==> src/rtl/avl_bus_wrr_arb_if.sv <==
// Arbiter-side bundle: per-master requests and muxed command info in; registered
// select/grant/lock out.
interface avl_bus_wrr_arb_if #(
   parameter int unsigned MASTER_NUM = 4,
   parameter int unsigned WEIGHT_W   = 4,
   parameter int unsigned BURST_W    = 8
);
   localparam int unsigned SEL_W = (MASTER_NUM > 1) ? $clog2(MASTER_NUM) : 1;

   logic [MASTER_NUM-1:0]          request;
   logic                           cmd_write;
   logic                           cmd_begin_burst;
   logic [BURST_W-1:0]             cmd_burst_count;
   logic                           out_request_ready;
   logic [MASTER_NUM*WEIGHT_W-1:0] weight_cfg;
   logic [SEL_W-1:0]               sel;
   logic                           grant_valid;
   logic                           locked;

   modport slave (
      input  request, cmd_write, cmd_begin_burst, cmd_burst_count,
             out_request_ready, weight_cfg,
      output sel, grant_valid, locked
   );

   modport master (
      output request, cmd_write, cmd_begin_burst, cmd_burst_count,
             out_request_ready, weight_cfg,
      input  sel, grant_valid, locked
   );
endinterface

==> src/rtl/avl_bus_wrr_arb.sv <==
// Weighted round-robin arbiter for an N-to-1 avl_bus fabric. It holds the grant
// across write bursts and grants up to WEIGHT back-to-back commands per master per round.
module avl_bus_wrr_arb #(
   parameter int unsigned MASTER_NUM = 4,
   parameter int unsigned WEIGHT_W   = 4,
   parameter int unsigned BURST_W    = 8
) (
   input logic                clk,
   input logic                rest,
   avl_bus_wrr_arb_if.slave   bus
);
   localparam int unsigned SEL_W = (MASTER_NUM > 1) ? $clog2(MASTER_NUM) : 1;

   typedef enum logic [1:0] {IDLE, GRANT, BURST} state_t;

   state_t                               state_q, state_d;
   logic [SEL_W-1:0]                     sel_q, sel_d;
   logic [SEL_W-1:0]                     ptr_q, ptr_d;
   logic                                 grant_valid_q, grant_valid_d;
   logic                                 locked_q, locked_d;
   logic [BURST_W-1:0]                   beat_q, beat_d;
   logic [MASTER_NUM-1:0][WEIGHT_W-1:0]  credit_q, credit_d;

   logic [MASTER_NUM-1:0][WEIGHT_W-1:0]  reload_val;
   logic [MASTER_NUM-1:0]                eligible;
   logic                                 need_reload;
   logic [SEL_W-1:0]                     winner;
   logic [SEL_W-1:0]                     sel_inc;
   logic [WEIGHT_W-1:0]                  cred_sel, cred_dec;
   logic                                 acc;
   logic                                 burst_start;

   // Reload values (0 means 1) and the eligible set used for the IDLE pick
   always_comb begin
      logic [MASTER_NUM-1:0] has_credit;
      for (int unsigned i = 0; i < MASTER_NUM; i++) begin
         reload_val[i] = (bus.weight_cfg[i*WEIGHT_W +: WEIGHT_W] == '0)
                         ? WEIGHT_W'(1) : bus.weight_cfg[i*WEIGHT_W +: WEIGHT_W];
         has_credit[i] = |credit_q[i];
      end
      need_reload = ((bus.request & has_credit) == '0);
      eligible    = need_reload ? bus.request : (bus.request & has_credit);
   end

   // First eligible master scanning upward from ptr with wrap-around
   always_comb begin
      logic         found;
      int unsigned  idx;
      winner = '0;
      found  = 1'b0;
      idx    = 0;
      for (int unsigned k = 0; k < MASTER_NUM; k++) begin
         idx = (32'(ptr_q) + k) % MASTER_NUM;
         if (!found && eligible[idx]) begin
            found  = 1'b1;
            winner = SEL_W'(idx);
         end
      end
   end

   assign sel_inc     = (sel_q == SEL_W'(MASTER_NUM - 1)) ? '0 : sel_q + SEL_W'(1);
   assign cred_sel    = credit_q[sel_q];
   assign cred_dec    = (cred_sel == '0) ? '0 : cred_sel - WEIGHT_W'(1);
   assign acc         = grant_valid_q && bus.request[sel_q] && bus.out_request_ready;
   assign burst_start = bus.cmd_write && bus.cmd_begin_burst &&
                        (bus.cmd_burst_count > BURST_W'(1));

   // Next-state and registered-output logic
   always_comb begin
      state_d       = state_q;
      sel_d         = sel_q;
      ptr_d         = ptr_q;
      grant_valid_d = grant_valid_q;
      locked_d      = locked_q;
      beat_d        = beat_q;
      credit_d      = credit_q;

      case (state_q)
         IDLE: begin
            grant_valid_d = 1'b0;
            locked_d      = 1'b0;
            if (bus.request != '0) begin
               if (need_reload) credit_d = reload_val;
               sel_d         = winner;
               grant_valid_d = 1'b1;
               state_d       = GRANT;
            end
         end
         GRANT: begin
            if (!bus.request[sel_q]) begin
               grant_valid_d = 1'b0;
               state_d       = IDLE;
            end else if (acc) begin
               credit_d[sel_q] = cred_dec;
               if (burst_start) begin
                  beat_d   = bus.cmd_burst_count - BURST_W'(1);
                  locked_d = 1'b1;
                  state_d  = BURST;
               end else if (cred_dec == '0) begin
                  ptr_d         = sel_inc;
                  grant_valid_d = 1'b0;
                  state_d       = IDLE;
               end
            end
         end
         BURST: begin
            // Lock survives request drops; only accepted beats advance the count
            if (acc) begin
               beat_d = beat_q - BURST_W'(1);
               if (beat_q == BURST_W'(1)) begin
                  locked_d      = 1'b0;
                  ptr_d         = sel_inc;
                  grant_valid_d = 1'b0;
                  state_d       = IDLE;
               end
            end
         end
         default: begin
            grant_valid_d = 1'b0;
            locked_d      = 1'b0;
            state_d       = IDLE;
         end
      endcase
   end

   always_ff @(posedge clk or posedge rest) begin
      if (rest) begin
         state_q       <= IDLE;
         sel_q         <= '0;
         ptr_q         <= '0;
         grant_valid_q <= 1'b0;
         locked_q      <= 1'b0;
         beat_q        <= '0;
         credit_q      <= '0;
      end else begin
         state_q       <= state_d;
         sel_q         <= sel_d;
         ptr_q         <= ptr_d;
         grant_valid_q <= grant_valid_d;
         locked_q      <= locked_d;
         beat_q        <= beat_d;
         credit_q      <= credit_d;
      end
   end

   assign bus.sel         = sel_q;
   assign bus.grant_valid = grant_valid_q;
   assign bus.locked      = locked_q;
endmodule

==> src/flat_wrapper.sv <==
// flat-port wrapper written by rule: the top's interface ports become plain ports
module avl_bus_wrr_arb_flat 
#(
   parameter int unsigned MASTER_NUM = 4,
   parameter int unsigned WEIGHT_W   = 4,
   parameter int unsigned BURST_W    = 8
)
  (clk, rest, bus_request, bus_cmd_write, bus_cmd_begin_burst, bus_cmd_burst_count, bus_out_request_ready, bus_weight_cfg, bus_sel, bus_grant_valid, bus_locked);
  avl_bus_wrr_arb_if #(.MASTER_NUM(MASTER_NUM), .WEIGHT_W(WEIGHT_W), .BURST_W(BURST_W)) bus_i ();
  input logic clk;
  input logic rest;
  input wire logic [$bits(bus_i.request)-1:0] bus_request;
  input wire logic [$bits(bus_i.cmd_write)-1:0] bus_cmd_write;
  input wire logic [$bits(bus_i.cmd_begin_burst)-1:0] bus_cmd_begin_burst;
  input wire logic [$bits(bus_i.cmd_burst_count)-1:0] bus_cmd_burst_count;
  input wire logic [$bits(bus_i.out_request_ready)-1:0] bus_out_request_ready;
  input wire logic [$bits(bus_i.weight_cfg)-1:0] bus_weight_cfg;
  output wire logic [$bits(bus_i.sel)-1:0] bus_sel;
  output wire logic [$bits(bus_i.grant_valid)-1:0] bus_grant_valid;
  output wire logic [$bits(bus_i.locked)-1:0] bus_locked;
  assign bus_i.request = bus_request;
  assign bus_i.cmd_write = bus_cmd_write;
  assign bus_i.cmd_begin_burst = bus_cmd_begin_burst;
  assign bus_i.cmd_burst_count = bus_cmd_burst_count;
  assign bus_i.out_request_ready = bus_out_request_ready;
  assign bus_i.weight_cfg = bus_weight_cfg;
  assign bus_sel = bus_i.sel;
  assign bus_grant_valid = bus_i.grant_valid;
  assign bus_locked = bus_i.locked;
  avl_bus_wrr_arb #(.MASTER_NUM(MASTER_NUM), .WEIGHT_W(WEIGHT_W), .BURST_W(BURST_W)) u_core (.clk(clk), .rest(rest), .bus(bus_i));
endmodule
==> config.mk <==
export PLATFORM = sky130hd
export DESIGN_NAME = avl_bus_wrr_arb_flat
export DESIGN_NICKNAME = d
export VERILOG_FILES = /design/src/rtl/avl_bus_wrr_arb_if.sv /design/src/rtl/avl_bus_wrr_arb.sv /design/src/flat_wrapper.sv
export SDC_FILE = /design/constraint.sdc
export NUM_CORES = 1
export LEC_CHECK = 0
export ABC_AREA = 0
export BUFFER_PORTS_ARGS = -buffer_cell sky130_fd_sc_hd__buf_2
export CORE_MARGIN = 8
export CORE_UTILIZATION = 41
export CTS_BUF_LIST = sky130_fd_sc_hd__clkbuf_16
export CTS_CLUSTER_SIZE = 25
export DETAILED_ROUTE_END_ITERATION = 7
export PLACE_DENSITY = 0.66
export SETUP_SLACK_MARGIN = 0.05
export SLEW_MARGIN = 0
export SYNTH_ARGS = -nofsm -noshare
export SYNTH_HDL_FRONTEND = slang
export SYNTH_SLANG_ARGS = --single-unit
==> constraint.sdc <==
create_clock -name clk -period 5.7 [get_ports clk]
set_input_delay 0.285 -clock clk [delete_from_list [all_inputs] [get_ports clk]]
set_output_delay 0.285 -clock clk [all_outputs]
set_load 0.03 [all_outputs]
==> impl_metrics.yaml <==
place:
  dp_hpwl_um: 4740
  place_inst: 375
  placed_area_um2: 2610
  port_buffers: 36
  gp_congestion: 0.880
critical_path:
  regToRegEndpoint: "u_core.credit_q[2]"
  worstPathArrival_ns: 2.94
  crit_family: "simple AND/OR/NAND/NOR gates"
  crit_path_frequent_cell: "nor2_1"
  cp_num_buf_inv: 0
  critPathMaxFanout: 16
  worstRegToRegCells: 6
  crit_chain: "mux4_2 -> nand2_1 -> nor2_1 -> nor2_1 -> nor2_1 -> o22a_1"
  crit_slowest_cell: "nor2_1"
  r2r-start: "u_core.bus.sel[1]"
  critPathRequiredTime_ns: 5.86
  r2r_slack_ns: 2.92
  startpoint_type: "flop"
  critPathMaxStageDelay_ns: 0.77
  crit_type: "flop to flop"
  crit_path_end_kind: "flop"
clock_network:
  clockBufferDepth: 2
  cts_setup_buffers: 0
  clock_sinks: 32
  clock-root-buffer: "clkbuf_16"
  ctsHoldBuffers: 0
  htreeDepth: 2
  tritoncts: "done"
  cts_resized: 0
  clk_latency_ns: 0.28
  clk_pin_slew_worst_paths_ns: 0.06
  cts_buffers: 5
pwr:
  power_frac_seq_pct: 33.1
  p_int_mw: 0.805
  peakVddDrop_uv: 258
  pwr-share-clk_pct: 21.3
  p_comb_share_pct: 45.6
  leakage_nw: 1.22
  p_per_area_nw_per_um2: 515
  power.switching_fraction_pct: 43.6
  switchingPower_mw: 0.623
layout:
  stdcell_count: 383
  fin_nets: 352
  final_common_cell: "nor2_1"
  area_growth_pct: 16.6
  antennaDiodeCount: 0
  postLayoutCoreUtil_pct: 49.8
  layout_common_cells: "37 x nor2_1, 36 x buf_2, 32 x dfrtp_1"
  design_area_um2: 2770
  final_layout_size_suffix_gt1_share_pct: 19.0
global_route:
  grt-ovfl-total: 0
  antenna_found_initial: 0
  grt_pass1_wl_um: 10700
  grtUsageMet2_pct: 24.0
  grt_max_degree: 33
  met1_usage_pct: 20.8
  grt_util_met3_pct: 2.53
  gr-max-usage-layer: "met2"
  grt.total_usage_pct: 15.2
  grt_pass1_vias: 2172
sta:
  timing.final.crit_share_pct: 48.7
  rsz0062_at_grt: "false"
  hold_violations: 0
  fmax_ghz: 0.360
  fin_skew_ns: 0.00533
  finalSetupViolations: 0
  slew_headroom_pct: 34.3
  period_needed_ns: 2.78
  worst_pin_slew_ns: 0.982
  setup_tns_ns: 0
  maxSlewViolCount: 0
synthesis:
  synth_edf_count: 0
  synth-seq-cells: 32
  syn-num-nets: 317
  ys_seq_area_share_pct: 33.6
  netlist_instances: 275
  ys.flop_type: "dfrtp_1"
  netlist_area_um2: 2380
  ys_warn_count: 0
  synth-async-reset-ratio_pct: 100
  syn_area_per_cell_um2: 8.65
  yosysUniqueCellTypes: 49
die:
  die_h_um: 92.2
  num_io_pins: 37
  die_area_um2: 8500
  row_count: 27
  coreArea_um2: 5570
  die_w_um: 92.2
  floorplan.initialDensity_pct: 42.7
detailed_routing:
  drc_errors: 0
  postRouteAntennaNets: 0
  routed_wl_um: 6270
  drt-initial-drc-count: 206
  dr_total_vias: 2292
  drtPass1Iterations: 6
  viasPerCell: 5.98
  wl_per_cell_um: 16.4
outcome:
  outcome: "finished clean"
min_path:
  hp-class: "input port to asynchronous set/reset pin"
job:
  max_cap_viol_count: 0
-- synth_stat cells, types with 2 or more instances --
| cell type | instances | area (um^2) |
|---|---|---|
| nor2_1 | 37 | 139 |
| dfrtp_1 | 32 | 801 |
| a21oi_1 | 25 | 125 |
| inv_1 | 24 | 90.1 |
| nand2_1 | 16 | 60.1 |
| o21ai_0 | 15 | 75.1 |
| nor3_1 | 13 | 65.1 |
| o22a_1 | 13 | 114 |
| ha_1 | 9 | 113 |
| o22ai_1 | 6 | 37.5 |
| a21o_1 | 5 | 37.5 |
| mux4_2 | 5 | 113 |
| a222oi_1 | 4 | 40.0 |
| a31oi_1 | 4 | 25.0 |
| clkbuf_1 | 4 | 15.0 |
| nand2b_1 | 4 | 25.0 |
| xor2_1 | 4 | 35.0 |
| a41oi_1 | 3 | 26.3 |
| nand3_1 | 3 | 15.0 |
| nor3b_1 | 3 | 22.5 |
| nor4_1 | 3 | 18.8 |
| o41a_1 | 3 | 33.8 |
| o41ai_1 | 3 | 26.3 |
| o41ai_2 | 3 | 48.8 |
| a22oi_1 | 2 | 15.0 |
| a32oi_1 | 2 | 17.5 |
| buf_2 | 2 | 10.0 |
| buf_6 | 2 | 22.5 |
| nand4b_1 | 2 | 17.5 |
| nor2b_1 | 2 | 12.5 |
| o21bai_1 | 2 | 15.0 |
| o31ai_1 | 2 | 15.0 |
| xnor2_1 | 2 | 17.5 |
-- tightest hold or removal path: stages --
cell   delay, ns
buf_2       0.09
inv_1       0.04
buf_4       0.37
-- cells by family (layout without fill, tap and decap cells) --
group,after synthesis,after routing,share of synthesized area (%)
and+or+nand+nor,89,89,17.7
muxes,7,7,5.63
xor gates and xnor gates,6,6,2.21
adders and majority gates,9,9,4.73
AOI/OAI and AO/OA,99,99,30.2
DFF,32,32,33.6
buffers and inverters,33,69,5.94
-- flip-flops by register name, indices dropped and copies added (netlist names) --
signal	cells
u_core.bus.sel	2
u_core.bus.grant_valid	1
u_core.bus.locked	1
u_core.ptr_q	2
u_core.credit_q	16
u_core.beat_q	8
u_core.state_q	2
-- layout make-up --
class | count | area (um^2)
Fill cell | 538 | 2800
Multi-Input combinational cell | 210 | 1440
Sequential cell | 32 | 801
Timing Repair Buffer | 37 | 188
Clock buffer | 5 | 125
Inverter | 24 | 90.1
Tap cell | 72 | 90.1
Clock inverter | 3 | 42.5
-- stage by stage --
| stage | hold slack (ns) | total power [mW] | worst slack [ns] |
|---|---|---|---|
| 4_1_cts | 0.108 | 1.43 | 2.92 |
| 3_3_place_gp | 0.396 | 1.11 | 3.04 |
| 2_1_floorplan | 0.401 | 0.945 | 3.15 |
| 6_report | 0.0959 | 1.43 | 2.92 |
| 5_1_grt | 0.142 | 1.54 | 2.70 |
| 3_5_place_dp | 0.402 | 1.12 | 2.94 |
-- how the worst max path moves through the flow --
stage / cells after the start / endpoint / slack [ns] / startpoint
final: 6 / u_core.credit_q[2] / 2.92 / u_core.bus.sel[1]
after floorplan: 9 / u_core.ptr_q[1] / 3.15 / u_core.bus.sel[1]
after global placement: 6 / u_core.credit_q[10] / 3.04 / u_core.bus.sel[1]
after global routing: 6 / u_core.credit_q[9] / 2.70 / u_core.bus.sel[1]
after detailed placement: 6 / u_core.credit_q[2] / 2.94 / u_core.bus.sel[1]
after CTS: 6 / u_core.credit_q[2] / 2.92 / u_core.bus.sel[1]
-- power groups by stage --
stage	Sequential, mW	Combinational (mW)	Clock [mW]
after floorplan	0.428	0.517	0
after global placement	0.469	0.643	0
after detailed placement	0.469	0.647	0
after CTS	0.467	0.648	0.310
after global routing	0.493	0.732	0.319
final	0.473	0.651	0.305
-- per-layer routing --
metal  up-vias  wire length (um)  share of wire [%]
li1       1101                 -                  -
met1      1103              2890                 46
met2        82              2940                 47
met3         6               380                6.1
met4         0                61               0.97
met5         -                 0                  0
No activity file was read; power rests on OpenSTA's default activity.
